<file path="src/rtl/axi_wr_arbiter.sv">
// axi_wr_arbiter: control-only N:1 AXI write-channel arbiter for one slave port.
// AW requests are arbitrated round-robin. The grant stays locked through the
// AW handshake, the W burst up to WLAST and the B handshake. grant_idx_o
// steers the external AW/W/B data muxes.
// Optional feature: define AXI_ARB_WDT_EN to add a stall watchdog that sets a
// sticky err_o. Without the macro err_o is tied to 0.
module axi_wr_arbiter #(
    parameter int MST_NUM    = 2,
    parameter int IDX_W      = (MST_NUM > 1) ? $clog2(MST_NUM) : 1,
    parameter int WDT_CYCLES = 1024
) (
    input  logic               clk_i,
    input  logic               rst_ni,
    input  logic [MST_NUM-1:0] req_i,
    output logic [MST_NUM-1:0] m_awready_o,
    output logic               s_awvalid_o,
    input  logic               s_awready_i,
    input  logic [MST_NUM-1:0] m_wvalid_i,
    input  logic [MST_NUM-1:0] m_wlast_i,
    output logic [MST_NUM-1:0] m_wready_o,
    output logic               s_wvalid_o,
    output logic               s_wlast_o,
    input  logic               s_wready_i,
    input  logic               s_bvalid_i,
    output logic               s_bready_o,
    output logic [MST_NUM-1:0] m_bvalid_o,
    input  logic [MST_NUM-1:0] m_bready_i,
    output logic [MST_NUM-1:0] grant_o,
    output logic [IDX_W-1:0]   grant_idx_o,
    output logic               err_o
);

    typedef enum logic [1:0] {
        IDLE = 2'd0,
        ADDR = 2'd1,
        DATA = 2'd2,
        RESP = 2'd3
    } state_t;

    state_t             state_q;
    state_t             state_nxt;
    logic [MST_NUM-1:0] grant_q;
    logic [IDX_W-1:0]   grant_idx_q;
    logic [IDX_W-1:0]   rr_ptr_q;
    logic [MST_NUM-1:0] pick_oh;
    logic [IDX_W-1:0]   pick_idx;

    // Granted master's view of the per-master inputs (zero when nothing is granted).
    logic g_req;
    logic g_wvalid;
    logic g_wlast;
    logic g_bready;
    logic aw_hs;
    logic w_hs;
    logic b_hs;

    assign g_req    = |(req_i      & grant_q);
    assign g_wvalid = |(m_wvalid_i & grant_q);
    assign g_wlast  = |(m_wlast_i  & grant_q);
    assign g_bready = |(m_bready_i & grant_q);

    assign aw_hs = s_awvalid_o & s_awready_i;
    assign w_hs  = s_wvalid_o & s_wready_i & s_wlast_o;
    assign b_hs  = s_bvalid_i & s_bready_o;

    assign grant_o     = grant_q;
    assign grant_idx_o = grant_idx_q;

    // Round-robin search: first requester at or above rr_ptr_q, wrapping around.
    always_comb begin
        int   cand;
        logic found;
        // NOTE: every combinational output gets a default first so no path leaves it unassigned (no latch).
        pick_oh  = '0;
        pick_idx = '0;
        found    = 1'b0;
        cand     = 0;
        for (int k = 0; k < MST_NUM; k++) begin
            cand = int'(rr_ptr_q) + k;
            if (cand >= MST_NUM) cand = cand - MST_NUM;
            if (!found && ((req_i & (MST_NUM'(1) << cand)) != '0)) begin
                found    = 1'b1;
                pick_oh  = MST_NUM'(1) << cand;
                pick_idx = IDX_W'(cand);
            end
        end
    end

    // State register.
    always_ff @(posedge clk_i or negedge rst_ni) begin
        if (!rst_ni) begin
            state_q <= IDLE;
        end else begin
            // NOTE: sequential state is updated with non-blocking assignments only, so every flop samples pre-edge values.
            state_q <= state_nxt;
        end
    end

    // Next-state logic: one transaction at a time, AW -> W burst -> B.
    always_comb begin
        state_nxt = state_q;
        case (state_q)
            IDLE: if (req_i != '0) state_nxt = ADDR;
            ADDR: if (aw_hs)       state_nxt = DATA;
            DATA: if (w_hs)        state_nxt = RESP;
            RESP: if (b_hs)        state_nxt = IDLE;
            default:               state_nxt = IDLE;
        endcase
    end

    // Handshake gating: only the granted master, only in the channel's own phase.
    always_comb begin
        s_awvalid_o = 1'b0;
        m_awready_o = '0;
        s_wvalid_o  = 1'b0;
        s_wlast_o   = 1'b0;
        m_wready_o  = '0;
        m_bvalid_o  = '0;
        s_bready_o  = 1'b0;
        case (state_q)
            ADDR: begin
                s_awvalid_o = g_req;
                m_awready_o = grant_q & {MST_NUM{s_awready_i}};
            end
            DATA: begin
                s_wvalid_o = g_wvalid;
                s_wlast_o  = g_wlast & g_wvalid;
                m_wready_o = grant_q & {MST_NUM{s_wready_i}};
            end
            RESP: begin
                m_bvalid_o = grant_q & {MST_NUM{s_bvalid_i}};
                s_bready_o = g_bready;
            end
            default: ;
        endcase
    end

    // Grant register and round-robin pointer: latch the winner in IDLE, release after B.
    always_ff @(posedge clk_i or negedge rst_ni) begin
        if (!rst_ni) begin
            grant_q     <= '0;
            grant_idx_q <= '0;
            rr_ptr_q    <= '0;
        end else begin
            if (state_q == IDLE && req_i != '0) begin
                grant_q     <= pick_oh;
                grant_idx_q <= pick_idx;
            end else if (state_q == RESP && b_hs) begin
                grant_q  <= '0;
                rr_ptr_q <= (grant_idx_q == IDX_W'(MST_NUM - 1)) ? '0 : grant_idx_q + 1'b1;
            end
        end
    end

`ifdef AXI_ARB_WDT_EN
    localparam logic [15:0] WDT_LIMIT = 16'(WDT_CYCLES);

    logic [15:0] wdt_cnt_q;
    logic        err_q;
    logic        stall;

    // A stall is any DATA/RESP cycle that completes neither a W beat nor the B handshake.
    assign stall = ((state_q == DATA) && !(s_wvalid_o && s_wready_i)) ||
                   ((state_q == RESP) && !b_hs);

    // Stall counter and sticky error: set on the edge where the count reaches the limit.
    always_ff @(posedge clk_i or negedge rst_ni) begin
        if (!rst_ni) begin
            wdt_cnt_q <= '0;
            err_q     <= 1'b0;
        end else if (stall) begin
            if (wdt_cnt_q != 16'hFFFF) wdt_cnt_q <= wdt_cnt_q + 16'd1;
            if (wdt_cnt_q + 16'd1 == WDT_LIMIT) err_q <= 1'b1;
        end else begin
            wdt_cnt_q <= '0;
        end
    end

    assign err_o = err_q;
`else
    assign err_o = 1'b0;
`endif

endmodule
</file>
<file path="config.mk">
export PLATFORM = sky130hd
export DESIGN_NAME = axi_wr_arbiter
export DESIGN_NICKNAME = d
export VERILOG_FILES = /design/src/rtl/axi_wr_arbiter.sv
export SDC_FILE = /design/constraint.sdc
export NUM_CORES = 1
export LEC_CHECK = 0
export CORE_UTILIZATION = 34
export DETAILED_ROUTE_END_ITERATION = 7
export PLACE_DENSITY = 0.76
export REMOVE_ABC_BUFFERS = 1
export SYNTH_ARGS = -nofsm -noshare
export SYNTH_HDL_FRONTEND = slang
export SYNTH_SLANG_ARGS = --single-unit
</file>
<file path="constraint.sdc">
create_clock -name clk_i -period 1.55 [get_ports clk_i]
set_input_delay 0.2325 -clock clk_i [delete_from_list [all_inputs] [get_ports clk_i]]
set_output_delay 0.2325 -clock clk_i [all_outputs]
set_load 0.1 [all_outputs]
</file>
==> results of run 1 <==
cells by family (layout without fill, tap and decap cells):
logic type,after synthesis,in the layout,share of synthesized area [%]
AOI/OAI and AO/OA,16,16,28.8
and+or+nand+nor,16,16,21.9
DFF,6,6,29.6
adders and majority gates,5,5,12.3
buffers and inverters,4,58,3.69
other,1,1,0.738
muxes,1,1,2.95
cell usage in the layout (no fill, tap or decap), types with 2 or more instances in the layout:
| cell type | n |
|---|---|
| buf_4 | 24 |
| buf_12 | 13 |
| clkdlybuf4s50_1 | 11 |
| and3_4 | 5 |
| dfrtp_1 | 4 |
| a22oi_2 | 3 |
| nand2_1 | 3 |
| a21oi_1 | 3 |
| clkbuf_4 | 3 |
| buf_6 | 3 |
| nor2b_4 | 2 |
| ha_2 | 2 |
| ha_1 | 2 |
| dfrtp_2 | 2 |
layer usage:
layer / track usage (%) / routed length [um]
met2: 48.4 / 1110
met1: 34.6 / 877
met4: 20.0 / 70
met3: 9.78 / 107
met5: 0 / 0
per-stage QoR:
stage / setup TNS (ns) / cells / total power [mW] / setup WS (ns) / util (%)
2_1_floorplan: -10.17 / 48 / 1.57 / -2.81 / -
3_3_place_gp: -0.542 / 107 / 2.40 / -0.262 / 77.2
3_5_place_dp: -0.651 / 107 / 2.45 / -0.300 / 77.2
4_1_cts: -1.02 / 117 / 2.92 / -0.122 / 89.2
5_1_grt: -1.69 / 118 / 3.19 / -0.197 / 91.6
6_report: -1.24 / 118 / 3.07 / -0.174 / 91.6
what timing repair did:
action | in CTS | in global routing
buffers inserted | 7 | 1
setup endpoints to repair | 12 | 12
resized for setup | 25 | 5
pin swaps | 6 | 5
layout make-up:
class,count,share of cell area (%)
inverters,3,1.11
well taps,15,1.52
clock buffers,3,1.82
repair buffers,52,48.0
flip-flops and latches,6,12.3
multi-input cells,39,35.2
flip-flops by register name, summed over array words and instances, names as in the netlist:
name and count:
grant_idx_o 1, grant_o 2, rr_ptr_q 1, state_q 2
power groups by stage:
stage / logic (mW) / clock network (mW) / registers (mW)
2_1_floorplan: 0.959 / 0 / 0.614
3_3_place_gp: 2.08 / 0 / 0.324
3_5_place_dp: 2.12 / 0 / 0.330
4_1_cts: 2.44 / 0.150 / 0.334
5_1_grt: 2.67 / 0.153 / 0.366
6_report: 2.57 / 0.140 / 0.356
worst paths after layout:
check / from / to / slack, ns / cells after the start
worst max-delay path: grant_o[1] / state_q[1] / -0.17 / 5
worst min-delay path: rst_ni / grant_o[1] / 0.23 / 1
worst max register to register: grant_o[1] / state_q[1] / -0.17 / 5
worst min register to register: rr_ptr_q / rr_ptr_q / 0.51 / 2
max in group asynchronous: rst_ni / grant_o[0] / 1.07 / 1
min in group clk_i: rr_ptr_q / rr_ptr_q / 0.51 / 2
==> summary.md, run 1 <==
| Metric | Value |
|---|---|
| GRT Overall Usage | 30.4% |
| Comb pwr share | 83.8% |
| Sequential cell area | 153 um2 |
| Tmin final | 1.72 ns |
| Wire length per cell | 18.4 um |
| Final instance area | 1240 um2 |
| Detail Placement HPWL | 1240 um |
| Top_reg_cell synth | dfrtp_1 |
| NumNets Final | 123 |
| Startpoint Class | register |
| DRT Wirelength | 2170 um |
| DRT antenna net count | 0 |
| CP Capture Type | register |
| CP peak stage delay | 0.45 ns |
| Area of the multi-input gates | 435 um2 |
| Final setup vio count | 12 |
| Max stage delay cell, worst path | a2111oi_4 |
| Final worst slack | -0.174 ns |
| Iteration-0 DRC Markers | 20 |
| Most frequent cells after synthesis | dfrtp_1 (6), ha_1 (5) |
| Hold-fix buffers, CTS | 0 |
| Critical Path RT | 1.67 ns |
| Sequential Power Share | 11.6% |
| Core Area | 1350 um2 |
| Top cells by area, synth | dfrtp_1 (30%), ha_1 (12%), a2111oi_4 (5.4%) |
| DR vias/cell | 5.27 |
| Worst path top cell family by delay | compound AO/OA/AOI/OAI gates |
| CTS tree | yes |
| Worst path bufs/invs | 1 |
| Post-synthesis area per instance | 10.4 um2 |
| Leakage power | 0.567 nW |
| Switch share | 49.9% |
| Clk Latency, worst-skew pair | 0.24 ns |
| RSZ-0062 raised after global routing | yes |
| Violated checks | negative setup slack |
| P&R area growth vs syn | 143% |
| Warnings, synthesis | 0 |
| Hold Path Class | in2async |
| Initial antenna violation count | 0 |
| Worst-path fanout max | 5 |
| Clk pin slew, worst setup/hold paths | 0.05 ns |
| Largest net degree at the start of global routing | 7 |
| Sw Pwr | 1.53 mW |
| Full die area | 1650 um2 |
| Top cell type by total area after synthesis | dfrtp_1 |
| Post-synth ARST share | 100% |
| CP Cell Sequence | buf_4, a22oi_2, nand3b_4, a2111oi_4, mux2_4 |
| PortBufs | 25 |
| Fillers | 50 |
| Vias in the first global route | 634 |
| Clock H-tree levels | 1 |
| WP data arrival | 1.85 ns |
| Final Hold Vio Count | 0 |
| Syn Inst Count | 49 |
| Gr ovfl total | 0 |
| Register bit count reported by yosys | 6 |
| Number of synthesized flops with an enable pin | 0 |
| Count leader, synth | dfrtp_1 |
| Share of cells above drive strength 1 | 68.9% |
| Proportion of power drawn by the clock network | 4.6% |
| Synth unique cells | 28 |
| Initial core utilization | 37.6% |
| # IOs | 27 |
| Die Wd | 40.7 um |
| Synth top area share | 29.6% |
| Pwr/cell area | 2480 nW/um2 |
| Tcrit/Tclk final | 111% |
| Slew Limit Fails | 0 |
| Clk sinks | 6 |
| Max-cap violations | 0 |
| Cts bufs inserted | 3 |
| Antenna cells | 0 |
| Gp weighted congestion | 0.775 |
| Post-placement cell area | 1040 um2 |
| Maximum clock path buffer count | 2 |
| Max IR drop VDD | 0.00180 V |
| Seq/Total Area, Yosys | 29.6% |
| Synthesized area | 508 um2 |
| Root buf cell | clkbuf_4 |
| Row count | 13 |
| First-pass GRT wire length | 3110 um |
| Int Pwr | 1.54 mW |
| Hold slack final | 0.233 ns |
| DRC viols | 0 |
| Status | finished, violations left |
| Highest clock rate | 580 MHz |
| Die H | 40.7 um |
| Max Clock Skew | 0.00703 ns |
| Vias | 622 |
| DRT Pass-1 Iters | 4 |
| Crit Path Class | reg2reg |
No activity file was read; power rests on OpenSTA's default activity.
==> run 2, diff against run 1 <==
--- a/config.mk
+++ b/config.mk
@@ -7,7 +7,7 @@
 export LEC_CHECK = 0
 export CORE_UTILIZATION = 34
 export DETAILED_ROUTE_END_ITERATION = 7
-export PLACE_DENSITY = 0.76
+export PLACE_DENSITY_LB_ADDON = 0.05
 export REMOVE_ABC_BUFFERS = 1
 export SYNTH_ARGS = -nofsm -noshare
 export SYNTH_HDL_FRONTEND = slang
==> run 2 against run 1 <==
Effect of this change: the flow still finishes with violations (negative setup slack); combinational power hardly changed; die area unchanged; core utilization decreased by 0.93 points; wire length fell by 5.4%; sequential power grew 8.4%; register-to-register slack gained 0.04 ns; clock power is 20% higher; critical path depth unchanged; maximum frequency grew 0.75%; global-route usage decreased by 1.6 points; flip-flop and latch count unchanged; non-clock buffer count decreased by 1.
==> summary.md, run 2 (synthesized netlist as in run 1, its figures left out) <==
| Metric | Value |
|---|---|
| Worst-path fanout max | 4 |
| Leakage power | 0.551 nW |
| Hold-fix buffers, CTS | 0 |
| Status | finished, violations left |
| Worst reg2reg path endpoint | state_q[1] |
| Violated checks | negative setup slack |
| PortBufs | 25 |
| WP data arrival | 1.48 ns |
| DRT antenna net count | 0 |
| Full die area | 1650 um2 |
| Most frequent cells in the layout | buf_4 (21), buf_12 (13), clkdlybuf4s50_1 (11) |
| Max IR drop VDD | 0.00178 V |
| RSZ-0062 raised after global routing | yes |
| # IOs | 27 |
| Die H | 40.7 um |
| Row count | 13 |
| FF-to-FF Start | state_q[1] |
| Wire length per cell | 17.5 um |
| Fillers | 49 |
| Clock H-tree levels | 1 |
| Reg2Reg Setup Slack | -0.13 ns |
| DRT Pass-1 Iters | 4 |
| Initial core utilization | 37.6% |
| Commonest non-fill, non-tap cell in the layout | buf_4 |
| CTS tree | yes |
| Met1 GRT Util | 31.0% |
| Iteration-0 DRC Markers | 26 |
| Maximum clock path buffer count | 2 |
| P&R area growth vs syn | 141% |
| Clk pin slew, worst setup/hold paths | 0.05 ns |
| Post-Place Cells | 104 |
| Final worst slack | -0.161 ns |
| Non-filler cells, final | 117 |
| Antenna cells | 0 |
| Final Hold Vio Count | 0 |
| DRT Wirelength | 2050 um |
| Clk Latency, worst-skew pair | 0.27 ns |
| Clk sinks | 6 |
| Share of cells above drive strength 1 | 69.6% |
| NumNets Final | 122 |
| Gp weighted congestion | 0.761 |
| Pwr/cell area | 2530 nW/um2 |
| Gr ovfl total | 0 |
| Tmin final | 1.71 ns |
| Startpoint Class | register |
| First-pass GRT wire length | 2910 um |
| DR vias/cell | 5.40 |
| Crit path to | s_wlast_o |
| GRT Overall Usage | 28.8% |
| Largest net degree at the start of global routing | 7 |
| Root buf cell | clkbuf_4 |
| DRC viols | 0 |
| Critical Path RT | 1.32 ns |
| Final setup vio count | 12 |
| Die Wd | 40.7 um |
| Slew Limit Fails | 0 |
| TNS Setup | -1.44 ns |
| Hold Path Class | in2async |
| Final Core Density | 90.6% |
| Initial antenna violation count | 0 |
| GR Layer Usage met2 | 49.6% |
| Vias in the first global route | 607 |
| Max-cap violations | 0 |
| Tcrit/Tclk final | 110% |
| CP Capture Type | primary output |
| CP Launch Point | state_q[0] |
| Grt met3 use | 7.07% |
| Cts bufs inserted | 3 |
| Worst R2R Path Depth | 5 |
| Highest clock rate | 585 MHz |
| Core Area | 1350 um2 |
| Busiest layer in global routing | met2 |
| Crit Path Class | reg2out |
| Vias | 632 |
| Max Clock Skew | 0.00270 ns |
| Detail Placement HPWL | 1020 um |
==> run 2: cell types whose count changed in the layout (fill, tap and decap cells not counted), moves of 2 or more <==
cell	before	now
buf_4	24	21
buf_6	3	5
dfrtp_1	4	2
dfrtp_2	2	4
==> run 2: power by group <==
part           internal (mW)  switching (mW)  total [mW]
combinational           1.21            1.34        2.54
sequential             0.251           0.135       0.386
clock                 0.0891          0.0786       0.168
==> run 2: repair_timing <==
item                                    4_1_cts  5_1_grt
endpoints found under the setup margin       12       13
pin swaps                                     7        2
buffers inserted                              5        5
gates resized for setup                      28        4
==> run 2: worst max-delay path, stage by stage (launching register included) <==
cell	delay [ns]
dfrtp_2	0.46
inv_4	0.09
ha_4	0.15
nor2b_4	0.16
nor2b_4	0.17
buf_12	0.18
==> run 2: worst min-delay path by stage <==
stage | from | to | slack, ns
after floorplan | rst_ni | grant_idx_o | -0.06
after global placement | rst_ni | grant_o[0] | 0.48
after detailed placement | rst_ni | state_q[0] | 0.48
after CTS | rst_ni | state_q[0] | 0.21
after global routing | rst_ni | rr_ptr_q | 0.23
final | rst_ni | state_q[0] | 0.20
==> run 2: area by class of cell <==
type,instances,area (um2),share of cell area (%)
Timing Repair Buffer,51,593,48.5
Inverter,3,13.8,1.12
Multi-Input combinational cell,39,420,34.4
Tap cell,15,18.8,1.53
Sequential cell,6,155,12.7
Clock buffer,3,22.5,1.84
==> run 2: metrics by stage <==
step | total power [mW] | hold WS, ns | instance area [um2] | setup WS, ns
final | 3.10 | 0.203 | 1220 | -0.161
after global routing | 3.21 | 0.227 | 1220 | -0.189
after CTS | 2.90 | 0.214 | 1170 | -0.124
after detailed placement | 2.42 | 0.483 | 1020 | -0.306
after global placement | 2.41 | 0.478 | 1020 | -0.286
after floorplan | 1.57 | -0.0631 | 500 | -2.81
==> run 2: routing by layer <==
| metal | part of all wire (%) | vias up | wire [um] |
|---|---|---|---|
| li1 | - | 290 | - |
| met1 | 41 | 301 | 831 |
| met2 | 52 | 34 | 1060 |
| met3 | 4.6 | 7 | 94 |
| met4 | 3.1 | 0 | 63 |
| met5 | 0 | - | 0 |
